===== src/rtl/seg7_scan_decoder.sv =====
// seg7_scan_decoder
// Receiving end of a multiplexed N_DIG-digit 7-segment scan (SEG/AN).
// Registers the pins and waits until {SEG,AN} has held still for SETTLE
// cycles. It then decodes the lit digit back to a hex nibble, once per
// digit slot. frame_done pulses after every digit has been captured, and
// err pulses on an illegal segment pattern or an illegal anode code.
// Optional feature: define SEG7_DP_EN to add the decimal-point input DP and
// the dp_flags output, which is captured alongside digits.
module seg7_scan_decoder #(
    parameter int N_DIG       = 4,
    parameter int SETTLE      = 3,
    parameter bit SEG_ACT_LOW = 1'b1
) (
    input  logic                 clk,
    input  logic                 rst,
    input  logic [6:0]           SEG,
    input  logic [N_DIG-1:0]     AN,
`ifdef SEG7_DP_EN
    input  logic                 DP,
    output logic [N_DIG-1:0]     dp_flags,
`endif
    output logic [4*N_DIG-1:0]   digits,
    output logic [N_DIG-1:0]     digit_valid,
    output logic                 frame_done,
    output logic                 err
);

    localparam logic [3:0] SETTLE_CNT = 4'(SETTLE);

    typedef enum logic [1:0] {
        WAIT,
        STABLE,
        HOLD
    } state_t;

    state_t             state;
    logic [6:0]         seg_hi;
    logic [6:0]         seg_q;
    logic [N_DIG-1:0]   an_q;
    logic [3:0]         cnt;
    logic               in_change;
    logic               settled;
    logic               an_blank;
    logic               an_legal;
    logic [4:0]         dec;
    logic               seg_legal;
    logic [3:0]         seg_val;
    logic               slot_take;
    logic               flag_err;
    logic [N_DIG-1:0]   cap_bits;
    logic [N_DIG-1:0]   mask;
    logic               mask_full;

    // Map an active-high gfedcba pattern to {legal, hex value}.
    function automatic logic [4:0] decode_seg(input logic [6:0] s);
        logic [4:0] r;
        case (s)
            7'b0111111: r = {1'b1, 4'h0};
            7'b0000110: r = {1'b1, 4'h1};
            7'b1011011: r = {1'b1, 4'h2};
            7'b1001111: r = {1'b1, 4'h3};
            7'b1100110: r = {1'b1, 4'h4};
            7'b1101101: r = {1'b1, 4'h5};
            7'b1111101: r = {1'b1, 4'h6};
            7'b0000111: r = {1'b1, 4'h7};
            7'b1111111: r = {1'b1, 4'h8};
            7'b1101111: r = {1'b1, 4'h9};
            7'b1110111: r = {1'b1, 4'hA};
            7'b1111100: r = {1'b1, 4'hB};
            7'b0111001: r = {1'b1, 4'hC};
            7'b1011110: r = {1'b1, 4'hD};
            7'b1111001: r = {1'b1, 4'hE};
            7'b1110001: r = {1'b1, 4'hF};
            default:    r = 5'b0_0000;
        endcase
        return r;
    endfunction

    // Work on active-high segments internally, whatever the pin polarity.
    assign seg_hi = SEG_ACT_LOW ? ~SEG : SEG;

`ifdef SEG7_DP_EN
    logic dp_hi;
    logic dp_q;
    assign dp_hi = SEG_ACT_LOW ? ~DP : DP;
`endif

    assign settled   = (cnt == SETTLE_CNT);
    assign an_blank  = &an_q;
    assign an_legal  = $onehot(~an_q);
    assign dec       = decode_seg(seg_q);
    assign seg_legal = dec[4];
    assign seg_val   = dec[3:0];
    assign mask_full = &mask;

    // Detect that the registered inputs are about to take a new value.
    always_comb begin
        // NOTE: in_change is assigned unconditionally first, so no path leaves it unassigned and no latch is inferred.
        in_change = (seg_hi != seg_q) || (AN != an_q);
`ifdef SEG7_DP_EN
        in_change = in_change || (dp_hi != dp_q);
`endif
    end

    // Decide what a freshly settled slot produces: a capture or an error.
    always_comb begin
        slot_take = 1'b0;
        flag_err  = 1'b0;
        cap_bits  = '0;
        if (state == WAIT && settled && !an_blank) begin
            if (an_legal) begin
                slot_take = 1'b1;
                if (seg_legal) begin
                    cap_bits = ~an_q;
                end else begin
                    flag_err = 1'b1;
                end
            end else begin
                flag_err = 1'b1;
            end
        end
    end

    // Input register stage. The reset value shows a blank display.
    always_ff @(posedge clk) begin
        // NOTE: non-blocking assignments make every register update from pre-edge values.
        if (!rst) begin
            seg_q <= '0;
            an_q  <= '1;
        end else begin
            seg_q <= seg_hi;
            an_q  <= AN;
        end
    end

`ifdef SEG7_DP_EN
    // Decimal point register. It shares the slot timing with SEG and AN.
    always_ff @(posedge clk) begin
        if (!rst) begin
            dp_q <= 1'b0;
        end else begin
            dp_q <= dp_hi;
        end
    end
`endif

    // Stability counter. It restarts on any input change and saturates at SETTLE.
    always_ff @(posedge clk) begin
        if (!rst) begin
            cnt <= '0;
        end else if (in_change) begin
            cnt <= '0;
        end else if (cnt != SETTLE_CNT) begin
            cnt <= cnt + 4'd1;
        end
    end

    // Slot FSM with registered digit, valid, mask, frame_done and err outputs.
    always_ff @(posedge clk) begin
        if (!rst) begin
            state       <= WAIT;
            digits      <= '0;
            digit_valid <= '0;
            mask        <= '0;
            frame_done  <= 1'b0;
            err         <= 1'b0;
`ifdef SEG7_DP_EN
            dp_flags    <= '0;
`endif
        end else begin
            err        <= flag_err;
            frame_done <= mask_full;
            // A capture made while the frame pulse fires counts toward the next frame.
            mask       <= (mask_full ? {N_DIG{1'b0}} : mask) | cap_bits;

            for (int i = 0; i < N_DIG; i++) begin
                if (slot_take && !an_q[i]) begin
                    if (seg_legal) begin
                        digits[4*i +: 4] <= seg_val;
                        digit_valid[i]   <= 1'b1;
`ifdef SEG7_DP_EN
                        dp_flags[i]      <= dp_q;
`endif
                    end else begin
                        digit_valid[i]   <= 1'b0;
                    end
                end
            end

            case (state)
                WAIT: begin
                    // A blank display is never acted on. The counter just keeps running.
                    if (settled && !an_blank) begin
                        if (in_change) begin
                            state <= WAIT;
                        end else if (an_legal) begin
                            state <= STABLE;
                        end else begin
                            state <= HOLD;
                        end
                    end
                end
                STABLE: begin
                    state <= in_change ? WAIT : HOLD;
                end
                HOLD: begin
                    if (in_change) begin
                        state <= WAIT;
                    end
                end
                default: begin
                    state <= WAIT;
                end
            endcase
        end
    end

endmodule


===== config.mk =====
export PLATFORM = sky130hd
export DESIGN_NAME = seg7_scan_decoder
export DESIGN_NICKNAME = d
export VERILOG_FILES = /design/src/rtl/seg7_scan_decoder.sv
export SDC_FILE = /design/constraint.sdc
export NUM_CORES = 1
export LEC_CHECK = 0
export ABC_AREA = 1
export BUFFER_PORTS_ARGS = -buffer_cell sky130_fd_sc_hd__buf_2
export CAP_MARGIN = 20
export CORE_MARGIN = 4
export CORE_UTILIZATION = 50
export CTS_CLUSTER_DIAMETER = 60
export DETAILED_ROUTE_END_ITERATION = 10
export GPL_TIMING_DRIVEN = 0
export HOLD_SLACK_MARGIN = 0.02
export PLACE_DENSITY = 0.82
export SETUP_SLACK_MARGIN = 0.15
export SLEW_MARGIN = 40
export SYNTH_ARGS = -nofsm -noshare
export SYNTH_HDL_FRONTEND = slang
export SYNTH_SLANG_ARGS = --single-unit

===== constraint.sdc =====
create_clock -name clk -period 2.5 [get_ports clk]
set_input_delay 0.5 -clock clk [delete_from_list [all_inputs] [get_ports clk]]
set_output_delay 0.5 -clock clk [all_outputs]
set_load 0.01 [all_outputs]

==> results of run 1 <==
==> worst max-delay path by stage <==
stage	slack, ps	endpoint
6_report	130	digits[6]
5_1_grt	40	digits[9]
4_1_cts	160	digits[5]
3_5_place_dp	20	digits[6]
3_3_place_gp	60	digits[6]
2_1_floorplan	200	digits[10]
==> final cells by class <==
class,count,area [sq um]
Tap cell,50,62.6
Clock inverter,3,43.8
Multi-Input combinational cell,199,1270
Clock buffer,5,68.8
Sequential cell,43,867
Timing Repair Buffer,37,195
Inverter,24,92.6
Buffer,4,17.5
Fill cell,352,1470
==> cell usage in the layout, fill, tap and decap left out, drive strengths merged <==
cell type  instances
nand2             81
dfxtp             43
buf               39
nor2              36
a21oi             28
inv               24
nand3             17
clkbuf             7
or2                7
nor3               5
ha                 4
o211ai             3
xor2               3
o21ai              3
nand4              3
xnor2              2
o22ai              2
clkinv             2
a22o               1
a221oi             1
nand3b             1
o31ai              1
fa                 1
bufinv             1
==> flip-flops by register name, summed over array words and instances (netlist names) <==
name,count
an_q,4
state,2
mask,4
err,1
digits,16
cnt,4
digit_valid,4
seg_q,7
frame_done,1
==> critical path: cells and delay by family (launching register included) <==
kind                       cells  cell delay, ps
adders and majority gates      3             920
DFF                            1             360
and+or+nand+nor                5             850
buffers and inverters          1              50
AOI/OAI and AO/OA              1              40
==> timing repair <==
action                     CTS  global route
setup endpoints to repair   22            22
pin swaps                    5             6
buffers inserted             2             2
gates resized for setup      8            11
==> routing by layer <==
metal	GRT usage, %	share of wire [%]	up-vias
met4	11.1	3.7	0
li1	-	-	958
met5	0	0	-
met1	21.6	44	895
met3	4.38	4.2	17
met2	31.3	48	40
==> logic make-up after synthesis <==
kind of cell / count (synthesis) / share of synthesized area (%)
and+or+nand+nor: 150 / 36.6
DFF: 43 / 39.7
AOI/OAI and AO/OA: 39 / 13.4
buffers and inverters: 28 / 4.97
xor gates and xnor gates: 5 / 2.02
adders and majority gates: 5 / 3.24
==> power breakdown <==
part | internal (mW) | total (mW) | leakage, nW | switching, mW
clock network | 0.298 | 0.551 | 0.0581 | 0.253
logic | 0.0432 | 0.110 | 0.762 | 0.0665
registers | 0.694 | 0.710 | 0.349 | 0.0159
==> results.yml, run 1 <==
floorplan:
  rows: 23
  start_util_pct: 53.0
  coreArea_sq_mm: 0.00409
  die_w_um: 73.8
  boundaryPins: 35
  die_area_sq_mm: 0.00545
  die_h_um: 73.8
timing:
  setup_viol: 0
  finClkSkew_ps: 10.1
  worst_pin_slew_ps: 710
  worst_slack_ps: 131
  slew_violations: 0
  hold_slack_ps: 373
  setup_tns_ps: 0
  hold_violations: 0
  slew_headroom_pct: 52.6
  min_period_over_period_pct: 94.7
  rsz0062_at_grt: "yes"
  period_minus_slack_ps: 2370
  clock.fmax_ghz: 0.422
pwr:
  p_leak_nw: 1.17
  finalPower_mw: 1.37
  powerDensity_mw_per_mm2: 524
  irDropWorstVdd_mv: 0.236
layout:
  diodes: 0
  final_util_pct: 64.0
  final_nets: 332
  post_route_cells_drive_above_1_share_pct: 40.6
  final_cells: 365
  fin_area_sq_mm: 0.00262
  area_delta_synth_final_pct: 20.7
clocking:
  numCtsBuffers: 5
  clkTransAtPathRegs_ps: 80
  clk_latency_ps: 310
  postCtsHoldBufs: 0
  h-tree-depth: 2
  cts_tree: "done"
  cts_buffer_depth: 2
  cts_num_sinks: 43
  root_buffer: "clkbuf_8"
min_path:
  hold_path_class: "in -> reg"
  worstHoldPathCells: 2
  min_from: "SEG[4]"
  worstHoldEndpoint: "seg_q[4]"
synth:
  yosysTopAreaCellShare_pct: 39.7
  async_flop_share_pct: 0
  synth-edff-count: 0
  synth_cell_types: 34
  ys_seq_area_share_pct: 39.7
  synth.area.top_cells: "dfxtp_1 40%, nand2_1 10%, a21oi_2 8.1%"
  synth.ff_latch_count: 43
  synthTopCellsByCount: "59 x nand2_1, 43 x dfxtp_1, 27 x nor2_1"
  yosys.area.top_type: "dfxtp_1"
  synthesis.area_sq_mm: 0.00217
  yosysMostFrequentCell: "nand2_1"
  synth-main-ff-cell: "dfxtp_1"
  syn_inst: 270
  syn-num-nets: 288
  synth_warnings: 0
  avgSynthCellArea_sq_um: 8.02
global_route:
  antenna_found_initial: 0
  grt_usage_pct: 18.7
  grt_pass1_wl_um: 7850
  grt_overflow: 0
  grt_pass1_vias: 1905
  grt_max_degree: 15
placed_design:
  numPortBuffers: 33
  place.gp.congestion: 0.828
  dp.cells: 353
  dpl.hpwl_um: 3500
  place_area_sq_mm: 0.00240
  post-place-ws_ps: 16.2
worst_setup_path:
  r2r-start: "an_q[0]"
  critPathSlowestCell: "fa_1"
  worstReg2RegEnd: "digits[6]"
  required_ps: 2670
  crit_path_cell_trace: "fa_1 > inv_1 > ha_2 > ha_4 > nor3_4 > nand3_4 > nor2_4 > nand2_4 > nand2_2 > a21oi_2"
  worstPathArrival_ps: 2530
  worstSetupEndpointType: "flip-flop"
  critPathLaunch: "an_q[0]"
  path_class: "reg -> reg"
  critPathLaunchType: "flip-flop"
  crit_fanout: 7
  cpPeakStageDelay_ps: 530
  ff2ff_path_depth: 10
  r2r_setup_slack_ps: 130
run_status:
  outcome: "complete, no violations"
detailed_routing:
  detail_route.wl_per_cell_um: 13.1
  ant_nets: 0
  drc: 0
  routed_wl_um: 4790
  drtIter0Drc: 132
  dr.pass1.iters: 4
  vias: 1910
  vias_per_cell: 5.23
run:
  drv_cap: 0
Note: power is estimated with default switching activity, not from simulation.
==> run 2, diff against run 1 <==
--- a/config.mk
+++ b/config.mk
@@ -5,7 +5,6 @@
 export SDC_FILE = /design/constraint.sdc
 export NUM_CORES = 1
 export LEC_CHECK = 0
-export ABC_AREA = 1
 export BUFFER_PORTS_ARGS = -buffer_cell sky130_fd_sc_hd__buf_2
 export CAP_MARGIN = 20
 export CORE_MARGIN = 4
==> run 2 against run 1 <==
The flow now finishes with violations (negative setup slack). Via count shrank 4.7%. Worst hold slack gained 1.0 ps. Register-to-register slack lost 150 ps. Clock-buffer cell count is the same. Wire length grew 4.6%. Cell count shrank 12%. Utilization grew 2.2 points. Sequential power shrank 0.7%. Flip-flop and latch count is the same. Global-route usage grew 0.90 points. Sequential share of layout area shrank 0.64 points. Critical path type unchanged. Largest cell class unchanged.
==> results.yml, run 2 <==
layout:
  final_nets: 289
  n_fill_cell: 324
  layout_commonest_cell: "dfxtp_1"
  final_util_pct: 66.2
  largest-register: "digits"
  fin_area_sq_mm: 0.00267
  area_delta_synth_final_pct: 26.8
  largest_reg_flops: 16
  final_cells: 322
  final_cell_mix: "40 x dfxtp_1, 34 x buf_2, 16 x nand2_1, 15 x nor2_1"
  diodes: 0
  reg_top3: "digits: 16 flops, seg_q: 7 flops"
  post_route_cells_drive_above_1_share_pct: 33.8
detailed_routing:
  vias_per_cell: 5.65
  detail_route.wl_per_cell_um: 15.5
  dr.pass1.iters: 4
  routed_wl_um: 5010
  drtIter0Drc: 237
  drc: 0
  vias: 1820
  ant_nets: 0
floorplan:
  rows: 23
  die_area_sq_mm: 0.00531
  die_h_um: 72.8
  die_w_um: 72.8
  boundaryPins: 35
  start_util_pct: 52.2
  coreArea_sq_mm: 0.00403
clocking:
  root_buffer: "clkbuf_8"
  postCtsHoldBufs: 0
  cts_tree: "done"
  clkTransAtPathRegs_ps: 90
  numCtsBuffers: 5
  cts_num_sinks: 43
  clk_latency_ps: 300
  cts_buffer_depth: 2
  h-tree-depth: 2
worst_setup_path:
  worstSetupEndpointType: "flip-flop"
  r2r_setup_slack_ps: -20
  crit_end: "digits[13]"
  crit_family: "adder cells"
  cp.depth: 10
  critPathLaunchType: "flip-flop"
  critPathSlowestCell: "fa_1"
  critPathBufInv: 2
  crit_fanout: 7
  worstPathArrival_ps: 2690
  critPathLaunch: "an_q[3]"
  worstReg2RegEnd: "digits[13]"
  cpPeakStageDelay_ps: 530
  crit_path_cell_trace: "fa_1 > inv_1 > ha_2 > ha_4 > nor3b_4 > nand4_1 > or2_1 > buf_8 > a21oi_4 > o22ai_1"
  r2r-start: "an_q[3]"
  required_ps: 2670
  path_class: "reg -> reg"
  ff2ff_path_depth: 10
timing:
  finClkSkew_ps: 10.5
  worst_pin_slew_ps: 832
  setup_viol: 5
  clock.fmax_ghz: 0.396
  hold_slack_ps: 374
  rsz0062_at_grt: "yes"
  period_minus_slack_ps: 2520
  slew_violations: 0
  hold_violations: 0
  worst_slack_ps: -23.5
  min_period_over_period_pct: 101
  slew_headroom_pct: 44.0
pwr:
  finalPower_mw: 1.49
  p_leak_nw: 1.08
  powerDensity_mw_per_mm2: 557
  irDropWorstVdd_mv: 0.450
synth:
  synth_compound_area_share_pct: 18.6
  avgSynthCellArea_sq_um: 9.51
  synth_warnings: 0
  yosysMostFrequentCell: "dfxtp_1"
  synth.ff_latch_count: 43
  synth-edff-count: 0
  synth.area.top_cells: "dfxtp_1 41%, o21a_1 3.6%, o22ai_1 3.6%"
  ys_seq_area_share_pct: 41.0
  yosysTopAreaCellShare_pct: 41.0
  synthXorXnorAreaFrac_pct: 5.42
  synth-main-ff-cell: "dfxtp_1"
  synthesis.area_sq_mm: 0.00210
  synth_fa_ha_area_share_pct: 3.33
  yosys.area.top_type: "dfxtp_1"
  synth_cell_types: 50
  synth_top_family_by_area: "simple AND/OR/NAND/NOR gates"
  async_flop_share_pct: 0
  syn_inst: 221
  synthTopCellsByCount: "43 x dfxtp_1, 16 x nand2_1, 15 x nor2_1"
  synth_mux_area_share_pct: 0.952
  syn-num-nets: 239
  synth-simple-area-share_pct: 24.0
placed_design:
  dp.cells: 304
  place.gp.congestion: 0.871
  dpl.hpwl_um: 3310
  place_area_sq_mm: 0.00238
  numPortBuffers: 33
min_path:
  hold_path_class: "in -> reg"
global_route:
  grt_pass1_wl_um: 8140
  grt_pass1_vias: 1717
  antenna_found_initial: 0
  grt_overflow: 0
  grt_max_degree: 15
  grt_usage_pct: 19.6
run:
  drv_cap: 0
run_status:
  violations: "negative setup slack"
  outcome: "complete, but fails checks"
run 2: cell count changes in the layout (fill, tap and decap cells not counted), sizes merged, moves of 8 or more:
cell and change:
nand2 -64, nor2 -21, inv -19, a21oi -15, buf +10, nand2b +10
o21a +10, o22ai +10, nand3 -9, and2 +8
run 2: how the worst min path moves through the flow:
stage | startpoint | endpoint | cells after the start
global route | SEG[1] | seg_q[1] | 2
global placement | state[1] | state[1] | 1
detailed placement | state[1] | state[1] | 1
finish | SEG[6] | seg_q[6] | 2
CTS | SEG[1] | seg_q[1] | 2
floorplan | state[1] | state[1] | 1
run 2: cells by family (layout without fill, tap and decap cells):
kind of cell / Yosys count / in the layout
adder cells (fa/ha/maj): 5 / 5
AO/OA/AOI/OAI: 52 / 52
buffers and inverters: 19 / 70
AND/OR/NAND/NOR: 87 / 87
multiplexers: 2 / 2
flip-flops: 43 / 43
XOR/XNOR: 13 / 13
run 2: through the flow:
stage / setup slack, ps / TNS, ps
after floorplan: 65.7 / 0
after global placement: -61.0 / -410
after detailed placement: -64.6 / -576
after CTS: -10.6 / -15.1
after global routing: -143 / -1990
final: -23.5 / -67.6
run 2: final cells by class:
class | count | area, sq um | share of cell area (%)
multi-input cells | 159 | 1190 | 44.5
flip-flops and latches | 43 | 867 | 32.5
repair buffers | 43 | 248 | 9.29
plain buffers | 14 | 148 | 5.54
clock buffers | 5 | 68.8 | 2.58
clock inverters | 3 | 67.6 | 2.53
well taps | 50 | 62.6 | 2.35
inverters | 5 | 18.8 | 0.704
run 2: timing repair:
item / 4_1_cts / 5_1_grt
resized for setup: 13 / 9
setup endpoints to repair: 22 / 24
buffers inserted: 8 / 2
pin swaps: 12 / 12
run 2: where the power goes:
group | switching, mW | leakage (nW) | internal, mW
sequential | 0.0117 | 0.349 | 0.694
combinational | 0.0698 | 0.662 | 0.0701
clock | 0.242 | 0.0644 | 0.398
run 2: layer usage:
metal  share of wire [%]  track usage, %
met5                   0               0
met4                 2.0            6.76
met3                 4.8            4.13
met2                  49            33.4
met1                  44            24.6
==> run 3, diff against run 2 <==
--- a/config.mk
+++ b/config.mk
@@ -13,7 +13,7 @@
 export DETAILED_ROUTE_END_ITERATION = 10
 export GPL_TIMING_DRIVEN = 0
 export HOLD_SLACK_MARGIN = 0.02
-export PLACE_DENSITY = 0.82
+export PLACE_DENSITY = 0.79
 export SETUP_SLACK_MARGIN = 0.15
 export SLEW_MARGIN = 40
 export SYNTH_ARGS = -nofsm -noshare
==> constraint.sdc (replaced) <==
create_clock -name clk -period 2.6 [get_ports clk]
set_input_delay 0.52 -clock clk [delete_from_list [all_inputs] [get_ports clk]]
set_output_delay 0.52 -clock clk [all_outputs]
set_load 0.01 [all_outputs]
==> run 3 against run 2 <==
The run now ends clean. Combinational power down 9%. Cell count up 0.31%. Clock power down 36%. Fmax up 1.2%. Total power down 18%. Highest routed layer unchanged.
==> results.yml, run 3 (same netlist as run 2, synthesis figures left out) <==
run_status:
  outcome: "complete, no violations"
detailed_routing:
  routed_wl_um: 4760
  vias_per_cell: 5.58
  vias: 1801
  detail_route.wl_per_cell_um: 14.7
  drc: 0
  ant_nets: 0
  dr.pass1.iters: 4
  drtIter0Drc: 148
timing:
  finClkSkew_ps: 6.39
  slew_headroom_pct: 53.1
  rsz0062_at_grt: "yes"
  clock.fmax_ghz: 0.401
  setup_viol: 0
  slew_violations: 0
  hold_violations: 0
  period_minus_slack_ps: 2490
  hold_slack_ps: 398
  worst_slack_ps: 105
  setup_tns_ps: 0
  min_period_over_period_pct: 95.9
  worst_pin_slew_ps: 696
floorplan:
  boundaryPins: 35
  coreArea_sq_mm: 0.00403
  die_area_sq_mm: 0.00531
  die_w_um: 72.8
  start_util_pct: 52.2
  die_h_um: 72.8
  rows: 23
global_route:
  grt_pass1_wl_um: 7670
  antenna_found_initial: 0
  grt_pass1_vias: 1694
  grt_max_degree: 14
  grt_usage_pct: 18.4
  grt_overflow: 0
layout:
  n_fill_cell: 341
  final_nets: 290
  regArea_sq_um: 867
  area_delta_synth_final_pct: 26.1
  largest-register: "digits"
  layout_commonest_cell: "dfxtp_1"
  reg_top3: "digits: 16 flops, seg_q: 7 flops"
  largest_reg_flops: 16
  multiInputGateArea_sq_mm: 0.00121
  post_route_cells_drive_above_1_share_pct: 34.4
  diodes: 0
  final_cell_mix: "40 x dfxtp_1, 34 x buf_2, 16 x nand2_1, 14 x nor2_1"
pwr:
  irDropWorstVdd_mv: 0.364
  powerDensity_mw_per_mm2: 460
  p_leak_nw: 1.06
min_path:
  hold_path_class: "in -> reg"
clocking:
  cts_buffer_depth: 2
  clk_latency_ps: 300
  root_buffer: "clkbuf_8"
  clkTransAtPathRegs_ps: 80
  postCtsHoldBufs: 0
  numCtsBuffers: 5
  cts_num_sinks: 43
  cts_tree: "done"
  h-tree-depth: 2
run:
  drv_cap: 0
placed_design:
  post-place-ws_ps: 24.0
  dpl.hpwl_um: 3300
  place.gp.congestion: 0.849
  numPortBuffers: 33
worst_setup_path:
  worstSetupEndpointType: "flip-flop"
  required_ps: 2800
  path_class: "reg -> reg"
  crit_fanout: 6
  worstPathArrival_ps: 2690
  critPathLaunchType: "flip-flop"
run 3: worst paths after layout:
path	from	to	slack [ps]	cells past startpoint
worst max-delay path	an_q[3]	digit_valid[0]	110	10
worst min-delay path	SEG[2]	seg_q[2]	400	2
worst max register to register	an_q[3]	digit_valid[0]	110	10
worst min register to register	state[1]	state[1]	440	1
run 3: what timing repair did:
| action | in CTS | in global routing |
|---|---|---|
| resized for setup | 6 | 25 |
| endpoints found under the setup margin | 18 | 25 |
| buffers inserted | 10 | 1 |
| pin swaps | 14 | 15 |
| endpoints found under the hold margin | 0 | 0 |
run 3: critical path, stage by stage (launching register included):
cell and delay (ps):
dfxtp_4 350, fa_1 550, inv_2 50, ha_4 150
ha_4 210, nor3b_4 180, nand4_1 170, or2_1 310
buf_8 140, and2_4 130, o21a_1 170
run 3: metrics by stage:
step                      power, mW  utilization [%]  area (sq um)  instances
after floorplan               0.777                -          2150        221
after global placement        0.807             59.0          2380        304
after detailed placement      0.809             59.0          2380        304
after CTS                      1.22             63.3          2550        322
after global routing           1.27             65.8          2650        323
final                          1.22             65.8          2650        323
run 3: final cells by class:
class	count	share of cell area [%]
Timing Repair Buffer	44	9.92
Inverter	5	0.708
Clock buffer	6	2.74
Buffer	14	5.57
Multi-Input combinational cell	159	45.5
Clock inverter	2	0.472
Sequential cell	43	32.7
Tap cell	50	2.36
run 3: routing by layer:
metal / vias up / global-route usage (%) / part of all wire, %
li1: 887 / - / -
met3: 10 / 3.03 / 3.7
met4: 0 / 9.63 / 2.0
met2: 33 / 29.8 / 51
met1: 871 / 23.6 / 44
met5: - / 0 / 0
run 3: power breakdown:
| part | leakage [nW] | internal [mW] | switching [mW] |
|---|---|---|---|
| logic | 0.669 | 0.0611 | 0.0663 |
| clock network | 0.0412 | 0.188 | 0.225 |
| registers | 0.349 | 0.667 | 0.0111 |
